### src/rtl/reg_access_ctrl_pkg.sv
// ---------------------------------------------------------------------------
// reg_access_ctrl_pkg
// Shared core package for the register access controller.
// Holds the default register data / index widths and the read-FSM state
// encoding used by reg_access_ctrl.
// ---------------------------------------------------------------------------
package reg_access_ctrl_pkg;

    localparam int XLEN_DEFAULT   = 32;
    localparam int REG_AW_DEFAULT = 5;

    // Read FSM: wait for a decode request, read the register file (possibly
    // stalling on a writeback hazard), then hold operands until execute takes them.
    typedef enum logic [1:0] {
        RD_IDLE = 2'd0,
        RD_READ = 2'd1,
        RD_HOLD = 2'd2
    } rd_state_e;

endpackage

### src/rtl/reg_access_ctrl_wb_stage.sv
// ---------------------------------------------------------------------------
// wb_stage
// Single-entry write stage. A writeback offered on wb_valid is registered and
// presented to the register file for exactly one cycle.
// Ports:
//   clk, rst                 clock, asynchronous active-low reset
//   wb_valid, wb_rd, wb_data incoming writeback request
//   reg_write_en             write strobe (set for any registered writeback)
//   rd_valid                 write qualifier (low for writes to x0)
//   rd, rd_data              write index and data
// ---------------------------------------------------------------------------
module wb_stage
    import reg_access_ctrl_pkg::*;
#(
    parameter int XLEN   = XLEN_DEFAULT,
    parameter int REG_AW = REG_AW_DEFAULT
) (
    input  logic              clk,
    input  logic              rst,
    input  logic              wb_valid,
    input  logic [REG_AW-1:0] wb_rd,
    input  logic [XLEN-1:0]   wb_data,
    output logic              reg_write_en,
    output logic              rd_valid,
    output logic [REG_AW-1:0] rd,
    output logic [XLEN-1:0]   rd_data
);

    logic              valid_q, valid_d;
    logic [REG_AW-1:0] rd_q, rd_d;
    logic [XLEN-1:0]   data_q, data_d;

    // Index and data hold their last value when no writeback arrives.
    always_comb begin
        valid_d = wb_valid;
        rd_d    = rd_q;
        data_d  = data_q;
        if (wb_valid) begin
            rd_d   = wb_rd;
            data_d = wb_data;
        end
    end

    always_ff @(posedge clk or negedge rst) begin
        if (!rst) begin
            valid_q <= 1'b0;
            rd_q    <= '0;
            data_q  <= '0;
        end else begin
            valid_q <= valid_d;
            rd_q    <= rd_d;
            data_q  <= data_d;
        end
    end

    // x0 writes still pulse the strobe but carry no architectural effect.
    assign reg_write_en = valid_q;
    assign rd_valid     = valid_q && (rd_q != '0);
    assign rd           = rd_q;
    assign rd_data      = data_q;

endmodule

### src/rtl/reg_access_ctrl.sv
// ---------------------------------------------------------------------------
// reg_access_ctrl
// Register access controller: accepts source-operand requests from decode,
// reads the register file, stalls on a RAW hazard against the write stage,
// and holds captured operands for execute. Writebacks flow through wb_stage
// concurrently with the read path.
// Ports:
//   clk, rst                          clock, asynchronous active-low reset
//   dec_*                             decode request (valid/ready, indices, used)
//   reg_read_en, rs1/rs2_valid, rs1/2 register-file read strobe and indices
//   rs1_data, rs2_data                combinational register-file read data
//   op_valid/op_ready, op_a, op_b     operand handshake toward execute
//   wb_valid/wb_ready, wb_rd, wb_data writeback request
//   reg_write_en, rd_valid, rd, rd_data register-file write port
// ---------------------------------------------------------------------------
module reg_access_ctrl
    import reg_access_ctrl_pkg::*;
#(
    parameter int XLEN   = XLEN_DEFAULT,
    parameter int REG_AW = REG_AW_DEFAULT
) (
    input  logic              clk,
    input  logic              rst,
    input  logic              dec_valid,
    output logic              dec_ready,
    input  logic [REG_AW-1:0] dec_rs1,
    input  logic [REG_AW-1:0] dec_rs2,
    input  logic              dec_rs1_used,
    input  logic              dec_rs2_used,
    output logic              reg_read_en,
    output logic              rs1_valid,
    output logic              rs2_valid,
    output logic [REG_AW-1:0] rs1,
    output logic [REG_AW-1:0] rs2,
    input  logic [XLEN-1:0]   rs1_data,
    input  logic [XLEN-1:0]   rs2_data,
    output logic              op_valid,
    input  logic              op_ready,
    output logic [XLEN-1:0]   op_a,
    output logic [XLEN-1:0]   op_b,
    input  logic              wb_valid,
    output logic              wb_ready,
    input  logic [REG_AW-1:0] wb_rd,
    input  logic [XLEN-1:0]   wb_data,
    output logic              reg_write_en,
    output logic              rd_valid,
    output logic [REG_AW-1:0] rd,
    output logic [XLEN-1:0]   rd_data
);

    rd_state_e         state_q, state_d;
    logic [REG_AW-1:0] rs1_q, rs1_d;
    logic [REG_AW-1:0] rs2_q, rs2_d;
    logic              rs1_used_q, rs1_used_d;
    logic              rs2_used_q, rs2_used_d;
    logic [XLEN-1:0]   op_a_q, op_a_d;
    logic [XLEN-1:0]   op_b_q, op_b_d;
    logic              hazard;

    wb_stage #(
        .XLEN   (XLEN),
        .REG_AW (REG_AW)
    ) u_wb_stage (
        .clk          (clk),
        .rst          (rst),
        .wb_valid     (wb_valid),
        .wb_rd        (wb_rd),
        .wb_data      (wb_data),
        .reg_write_en (reg_write_en),
        .rd_valid     (rd_valid),
        .rd           (rd),
        .rd_data      (rd_data)
    );

    // The write stage commits at the end of this cycle, so a matching source
    // would read stale data now; waiting one cycle picks up the new value.
    // rd_valid already excludes x0 writes.
    always_comb begin
        hazard = rd_valid &&
                 ((rs1_used_q && (rs1_q != '0) && (rd == rs1_q)) ||
                  (rs2_used_q && (rs2_q != '0) && (rd == rs2_q)));
    end

    always_comb begin
        state_d    = state_q;
        rs1_d      = rs1_q;
        rs2_d      = rs2_q;
        rs1_used_d = rs1_used_q;
        rs2_used_d = rs2_used_q;
        op_a_d     = op_a_q;
        op_b_d     = op_b_q;
        case (state_q)
            RD_IDLE: begin
                if (dec_valid) begin
                    rs1_d      = dec_rs1;
                    rs2_d      = dec_rs2;
                    rs1_used_d = dec_rs1_used;
                    rs2_used_d = dec_rs2_used;
                    state_d    = RD_READ;
                end
            end
            RD_READ: begin
                // Unused sources and x0 always yield zero regardless of read data.
                if (!hazard) begin
                    op_a_d  = (rs1_used_q && (rs1_q != '0)) ? rs1_data : '0;
                    op_b_d  = (rs2_used_q && (rs2_q != '0)) ? rs2_data : '0;
                    state_d = RD_HOLD;
                end
            end
            RD_HOLD: begin
                if (op_ready) begin
                    state_d = RD_IDLE;
                end
            end
            default: state_d = RD_IDLE;
        endcase
    end

    always_ff @(posedge clk or negedge rst) begin
        if (!rst) begin
            state_q    <= RD_IDLE;
            rs1_q      <= '0;
            rs2_q      <= '0;
            rs1_used_q <= 1'b0;
            rs2_used_q <= 1'b0;
            op_a_q     <= '0;
            op_b_q     <= '0;
        end else begin
            state_q    <= state_d;
            rs1_q      <= rs1_d;
            rs2_q      <= rs2_d;
            rs1_used_q <= rs1_used_d;
            rs2_used_q <= rs2_used_d;
            op_a_q     <= op_a_d;
            op_b_q     <= op_b_d;
        end
    end

    // Ready signals are gated by rst so they read low while reset is held.
    assign dec_ready   = rst && (state_q == RD_IDLE);
    assign wb_ready    = rst;
    assign reg_read_en = (state_q == RD_READ) && !hazard;
    assign rs1_valid   = reg_read_en && rs1_used_q;
    assign rs2_valid   = reg_read_en && rs2_used_q;
    assign rs1         = rs1_q;
    assign rs2         = rs2_q;
    assign op_valid    = (state_q == RD_HOLD);
    assign op_a        = op_a_q;
    assign op_b        = op_b_q;

endmodule

### config.mk
export PLATFORM = sky130hd
export DESIGN_NAME = reg_access_ctrl
export DESIGN_NICKNAME = d
export VERILOG_FILES = /design/src/rtl/reg_access_ctrl_pkg.sv /design/src/rtl/reg_access_ctrl_wb_stage.sv /design/src/rtl/reg_access_ctrl.sv
export SDC_FILE = /design/constraint.sdc
export NUM_CORES = 1
export LEC_CHECK = 0
export CORE_UTILIZATION = 40
export DETAILED_ROUTE_END_ITERATION = 16
export PLACE_DENSITY = 0.8
export SYNTH_ARGS = -nofsm -noshare
export SYNTH_HDL_FRONTEND = slang
export SYNTH_SLANG_ARGS = --single-unit
### constraint.sdc
create_clock -name clk -period 2.2 [get_ports clk]
set_input_delay 0.44 -clock clk [delete_from_list [all_inputs] [get_ports clk]]
set_output_delay 0.44 -clock clk [all_outputs]
set_load 0.03 [all_outputs]
======== Yosys cells after proc, flatten, opt, wreduce, memory -nomap -nowiden ========
Cells that the tools add are included.
operators by class
  equal/unequal tests ..................... 7
  mux-type cells .......................... 6
  bitwise gates (word level) .............. 1
  reductions and logical operators ........ 19
operator list
  kind                  number
  $mux W32              2
  $reduce_bool A5 Y1    3
  $eq A5 B5 Y1          2
  $logic_and A1 B1 Y1   10
  $mux W2               3
  $pmux W2 S3           1
  $ne A2 B2 Y1 const B  2
  $reduce_and A2 Y1     2
  $reduce_and A3 Y1     1
  $eq A2 B1 Y1 const B  1
  $eq A2 B2 Y1 const B  1
  $logic_not A2 Y1      1
  $ne A2 B1 Y1 const B  1
  $logic_not A1 Y1      1
  $logic_or A1 B1 Y1    1
  $not A1 Y1            1
storage, ports and cells
  flip-flop bits (word level) ............. 116
  input bits .............................. 118
  output and inout port bits .............. 119
  word-level logic and storage cells ...... 43

======== Longest topological paths before layout ========
  depth after elaboration ................. 8
  depth in mapped cells ................... 7
  gate-level depth less buffers ........... 5

======== Cells and area by module ========
A second synthesis with hierarchy kept.
second synthesis, totals
  cell total of the unflattened synthesis .. 594
  area, all modules ....................... 6134.6 um^2
modules (own cells, without submodules)
  module           times used  cells an instance  area each (um^2)  sequential area each (um^2)
  reg_access_ctrl  1           513                4713.3            1951.9
  wb_stage         1           81                 1421.4            950.9

======== Worst setup path after synthesis ========
No wires, ideal clock.
  kind .................................... register to output
  from .................................... reg u_wb_stage.rd_q[1], in the netlist u_wb_stage.rd[1]
  to ...................................... out rs1_valid
  arrival ................................. 2.231 ns
  data required time ...................... 1.760 ns
  setup slack ............................. -0.471 ns
  stages on the path, launching flop included .. 5
  path buffers ............................ 0
  cell sequence ........................... dfrtp_1 -> or4_1 -> o21a_1 -> a21boi_1 -> nor3b_1
between the ends
  cells in the longest elaborated chain, start to end .. 7
RTL lines
  item                                    RTL line                                      RTL
  start, declared                         reg_access_ctrl_wb_stage.sv:30                logic [REG_AW-1:0] rd_q, rd_d;
  start signal, assigned                  reg_access_ctrl_wb_stage.sv:51                rd_q <= rd_d;
  $eq A5 B5 Y1 (on tied branches)         reg_access_ctrl.sv:80, reg_access_ctrl.sv:81
  $logic_and A1 B1 Y1 (on tied branches)  reg_access_ctrl.sv:80, reg_access_ctrl.sv:81
  $logic_or A1 B1 Y1                      reg_access_ctrl.sv:80                         ((rs1_used_q && (rs1_q != '0) && (rd == rs1_q)) ||
  $logic_and A1 B1 Y1 *                   reg_access_ctrl.sv:79                         hazard = rd_valid &&
  $logic_not A1 Y1 *                      reg_access_ctrl.sv:142                        assign reg_read_en = (state_q == RD_READ) && !hazard;
  $logic_and A1 B1 Y1 *                   reg_access_ctrl.sv:142
  $logic_and A1 B1 Y1 *                   reg_access_ctrl.sv:143                        assign rs1_valid = reg_read_en && rs1_used_q;
  end, declared                           reg_access_ctrl.sv:31                         output logic rs1_valid,
Every way passes the cells marked *; elsewhere a longest branch is shown, timed or not.

======== Worst setup path after layout ========
  from .................................... reg rs2_q[0], in the netlist rs2[0]
  to ...................................... out rs1_valid
between the ends
  cells in the longest elaborated chain, start to end .. 8
RTL lines
  item                    RTL line                RTL
  start, declared         reg_access_ctrl.sv:53   logic [REG_AW-1:0] rs2_q, rs2_d;
  start signal, assigned  reg_access_ctrl.sv:131  rs2_q <= rs2_d;
  $reduce_bool A5 Y1      reg_access_ctrl.sv:81   (rs2_used_q && (rs2_q != '0) && (rd == rs2_q)));
  $logic_and A1 B1 Y1     reg_access_ctrl.sv:81
  $logic_and A1 B1 Y1 *   reg_access_ctrl.sv:81
  $logic_or A1 B1 Y1 *    reg_access_ctrl.sv:80
  $logic_and A1 B1 Y1 *   reg_access_ctrl.sv:79
  $logic_not A1 Y1 *      reg_access_ctrl.sv:142
  $logic_and A1 B1 Y1 *   reg_access_ctrl.sv:142
  $logic_and A1 B1 Y1 *   reg_access_ctrl.sv:143
Marked as above.

==> key figures <==
CTS
  • H-tree depth: 4
  • Clk sinks: 116
  • TritonCTS clock tree: built
  • CTS root buffer: clkbuf_16
  • Latest clock arrival within the worst-skew pair: 0.41 ns
  • Clk slew on worst S/H paths: 0.05 ns
  • CTS buffer count: 17
  • CTS Buffer Depth: 2

Final layout
  • # nets final: 954
  • Antenna diode count: 0
  • Area grow syn2layout: 54.7%
  • Most frequent cells in the layout: clkdlybuf4s50_1, nand3_1, dfrtp_1, and3_1, a32oi_1
  • Layout cell share with drive strength beyond 1: 26.4%
  • Fillers: 1,249
  • Commonest non-fill, non-tap cell in the layout: clkdlybuf4s50_1

Status
  • Failing checks: setup timing
  • Status: finished with violations

Timing
  • Final setup violation count: 5
  • Crit path time final: 2.65 ns
  • Max Clock Skew: 0.00815 ns
  • Final Hold Viols: 0
  • Slew Viols, Final: 0
  • Worst-Margin Slew: 0.666 ns
  • Setup ws final: -0.449 ns
  • Fin crit share: 120%
  • Slew HR: 55.6%
  • Setup TNS: -1.37 ns
  • Fmax: 378 MHz
  • RSZ-0062 raised after global routing: yes

Synth
  • Avg Inst Size Synth: 10.9 µm²
  • Flops & latches, synth: 116
  • Cell Area, Synth: 6550 µm²
  • Seq/Total Area, Yosys: 44.3%
  • Synthesis Warnings: 0
  • Post-synthesis cell count: 598
  • Syn Nets: 716
  • Synth unique cells: 27

Detailed routing
  • Drt first pass iters: 4
  • Wire length per cell: 20.3 µm
  • Vias per std cell: 5.86
  • Post-route ant nets: 0
  • Final WL: 21.6 mm
  • Initial DRC count: 461
  • Vias: 6,236
  • DRC Markers: 0

Run
  • Total of max-cap violations: 0

Critical path
  • Worst reg2reg endpoint: op_a[18]
  • R2R Path Start: rs2[0]
  • Type of destination of the critical path: primary output
  • CP Launch Type: flop
  • Setup slack, reg-to-reg: -0.01 ns
  • WP data required: 1.76 ns
  • Peak fanout along the critical path: 4
  • Reg2Reg Depth: 8
  • Setup CP Type: reg -> out
  • Crit path DAT: 2.21 ns

Global route
  • Initial antenna violation count: 0
  • Largest net degree at the start of global routing: 117
  • Total GRT Usage: 25.3%
  • Remaining Overflow, GRT: 0
  • Vias in the first global route: 6,087
  • First-pass GRT wire length: 32.9 mm

Die
  • Top Ports: 237
  • Die Y: 130 µm
  • Core Region: 15,900 µm²
  • Site Rows: 46
  • Die Footprint: 16,900 µm²
  • Die width: 130 µm
  • Starting Density: 41.1%

Place
  • PortBufs: 236
  • DPL Wire Length: 13.3 mm
  • Final weighted congestion in routability-driven placement: 0.781
  • DP Worst Slack: -0.00218 ns

Power
  • Worst VDD drop: 0.719 mV
  • Lkg Pwr: 0.00437 µW
  • PD cells: 1270 nW/µm²

Worst hold path
  • Worst hold path class: in -> async
==> sequential cells by signal, summed over array words and instances, names as in the netlist <==
| signal | flops |
|---|---|
| op_a | 32 |
| op_b | 32 |
| rs1 | 5 |
| rs1_used_q | 1 |
| rs2 | 5 |
| rs2_used_q | 1 |
| state_q | 2 |
| u_wb_stage.rd | 5 |
| u_wb_stage.rd_data | 32 |
| u_wb_stage.reg_write_en | 1 |
==> power by group <==
group          switching [µW]  internal, µW
Clock                     990          1950
Sequential                676          2870
Combinational            3660          2740
Total                    5330          7560
==> worst max path at each step <==
stage / startpoint / to / slack (ns) / cells after the start
2_1_floorplan: rs2[0] / rs1_valid / -0.008 / 5
3_3_place_gp: rs1[0] / rs1_valid / -0.002 / 6
3_5_place_dp: rs2[0] / rs1_valid / -0.002 / 6
4_1_cts: rs1[0] / rs1_valid / -0.41 / 6
5_1_grt: rs2[0] / rs1_valid / -0.50 / 6
6_report: rs2[0] / rs1_valid / -0.45 / 6
==> layer usage <==
layer	track usage, %	part of all wire [%]	up-vias
met2	38.7	46	330
met4	9.85	2.2	0
met5	0	0	-
met1	32.1	41	3041
met3	10.0	11	40
li1	-	-	2825
==> worst max-delay path, stage by stage (launching register included) <==
cell      delay [ns]
dfrtp_2         0.40
or4_1           0.53
o21a_2          0.23
nand4_1         0.14
a21boi_4        0.12
nor3b_4         0.22
buf_6           0.16
==> Yosys cell counts <==
library cell	n	area [µm²]
buf_4	8	60.1
a21boi_1	1	7.51
o21a_1	3	22.5
xnor2_1	2	17.5
a32oi_1	64	561
nor2_4	1	11.3
buf_2	22	110
mux2_2	49	552
nor2b_1	2	12.5
a21o_1	1	7.51
and3_1	64	400
inv_1	1	3.75
clkbuf_1	32	120
buf_1	1	3.75
nor3b_1	4	30.0
nand3_1	128	641
o2bb2ai_1	1	8.76
xor2_1	8	70.1
nand2b_1	1	6.26
dfrtp_1	116	2900
nor2_1	5	18.8
and4_1	2	17.5
o211ai_1	4	30.0
or4_1	3	22.5
buf_6	13	146
o211ai_2	60	751
nand4_1	2	12.5
==> area by class of cell <==
| class | instances | area [µm²] | area share [%] |
|---|---|---|---|
| Clock buffer | 23 | 468 | 4.62 |
| Clock inverter | 9 | 153 | 1.51 |
| Inverter | 1 | 3.75 | 0.0371 |
| Multi-Input combinational cell | 405 | 3270 | 32.3 |
| Sequential cell | 116 | 2910 | 28.8 |
| Tap cell | 216 | 270 | 2.67 |
| Timing Repair Buffer | 295 | 3050 | 30.1 |
==> metrics by stage <==
| step | std cells | utilization [%] | area [µm²] | hold WS (ns) | power, µW |
|---|---|---|---|---|---|
| 3_5_place_dp | 1019 | 57.9 | 9230 | 0.496 | 9710 |
| 5_1_grt | 1065 | 63.5 | 10100 | 0.203 | 13500 |
| 3_3_place_gp | 1019 | 57.9 | 9230 | 0.489 | 9620 |
| 6_report | 1065 | 63.5 | 10100 | 0.139 | 12900 |
| 2_1_floorplan | 598 | - | 6590 | 0.144 | 7130 |
| 4_1_cts | 1060 | 62.6 | 9970 | 0.188 | 12800 |
==> repair_timing <==
item | in CTS | in global routing
cloned | 0 | 6
endpoints found under the setup margin | 5 | 68
pin swaps | 3 | 28
setup buffers | 10 | 5
gates resized for setup | 15 | 6
endpoints found under the hold margin | 0 | 0
hold buffers | 0 | 0
==> cells by family after synthesis <==
| kind of cell | count (synthesis) | share of synthesized area (%) |
|---|---|---|
| AND/OR/NAND/NOR | 212 | 17.9 |
| buffers and inverters | 77 | 6.79 |
| multiplexers | 49 | 8.43 |
| flip-flops | 116 | 44.3 |
| XOR/XNOR | 10 | 1.34 |
| AO/OA/AOI/OAI | 134 | 21.2 |
Note: power is estimated with default switching activity, not from simulation.
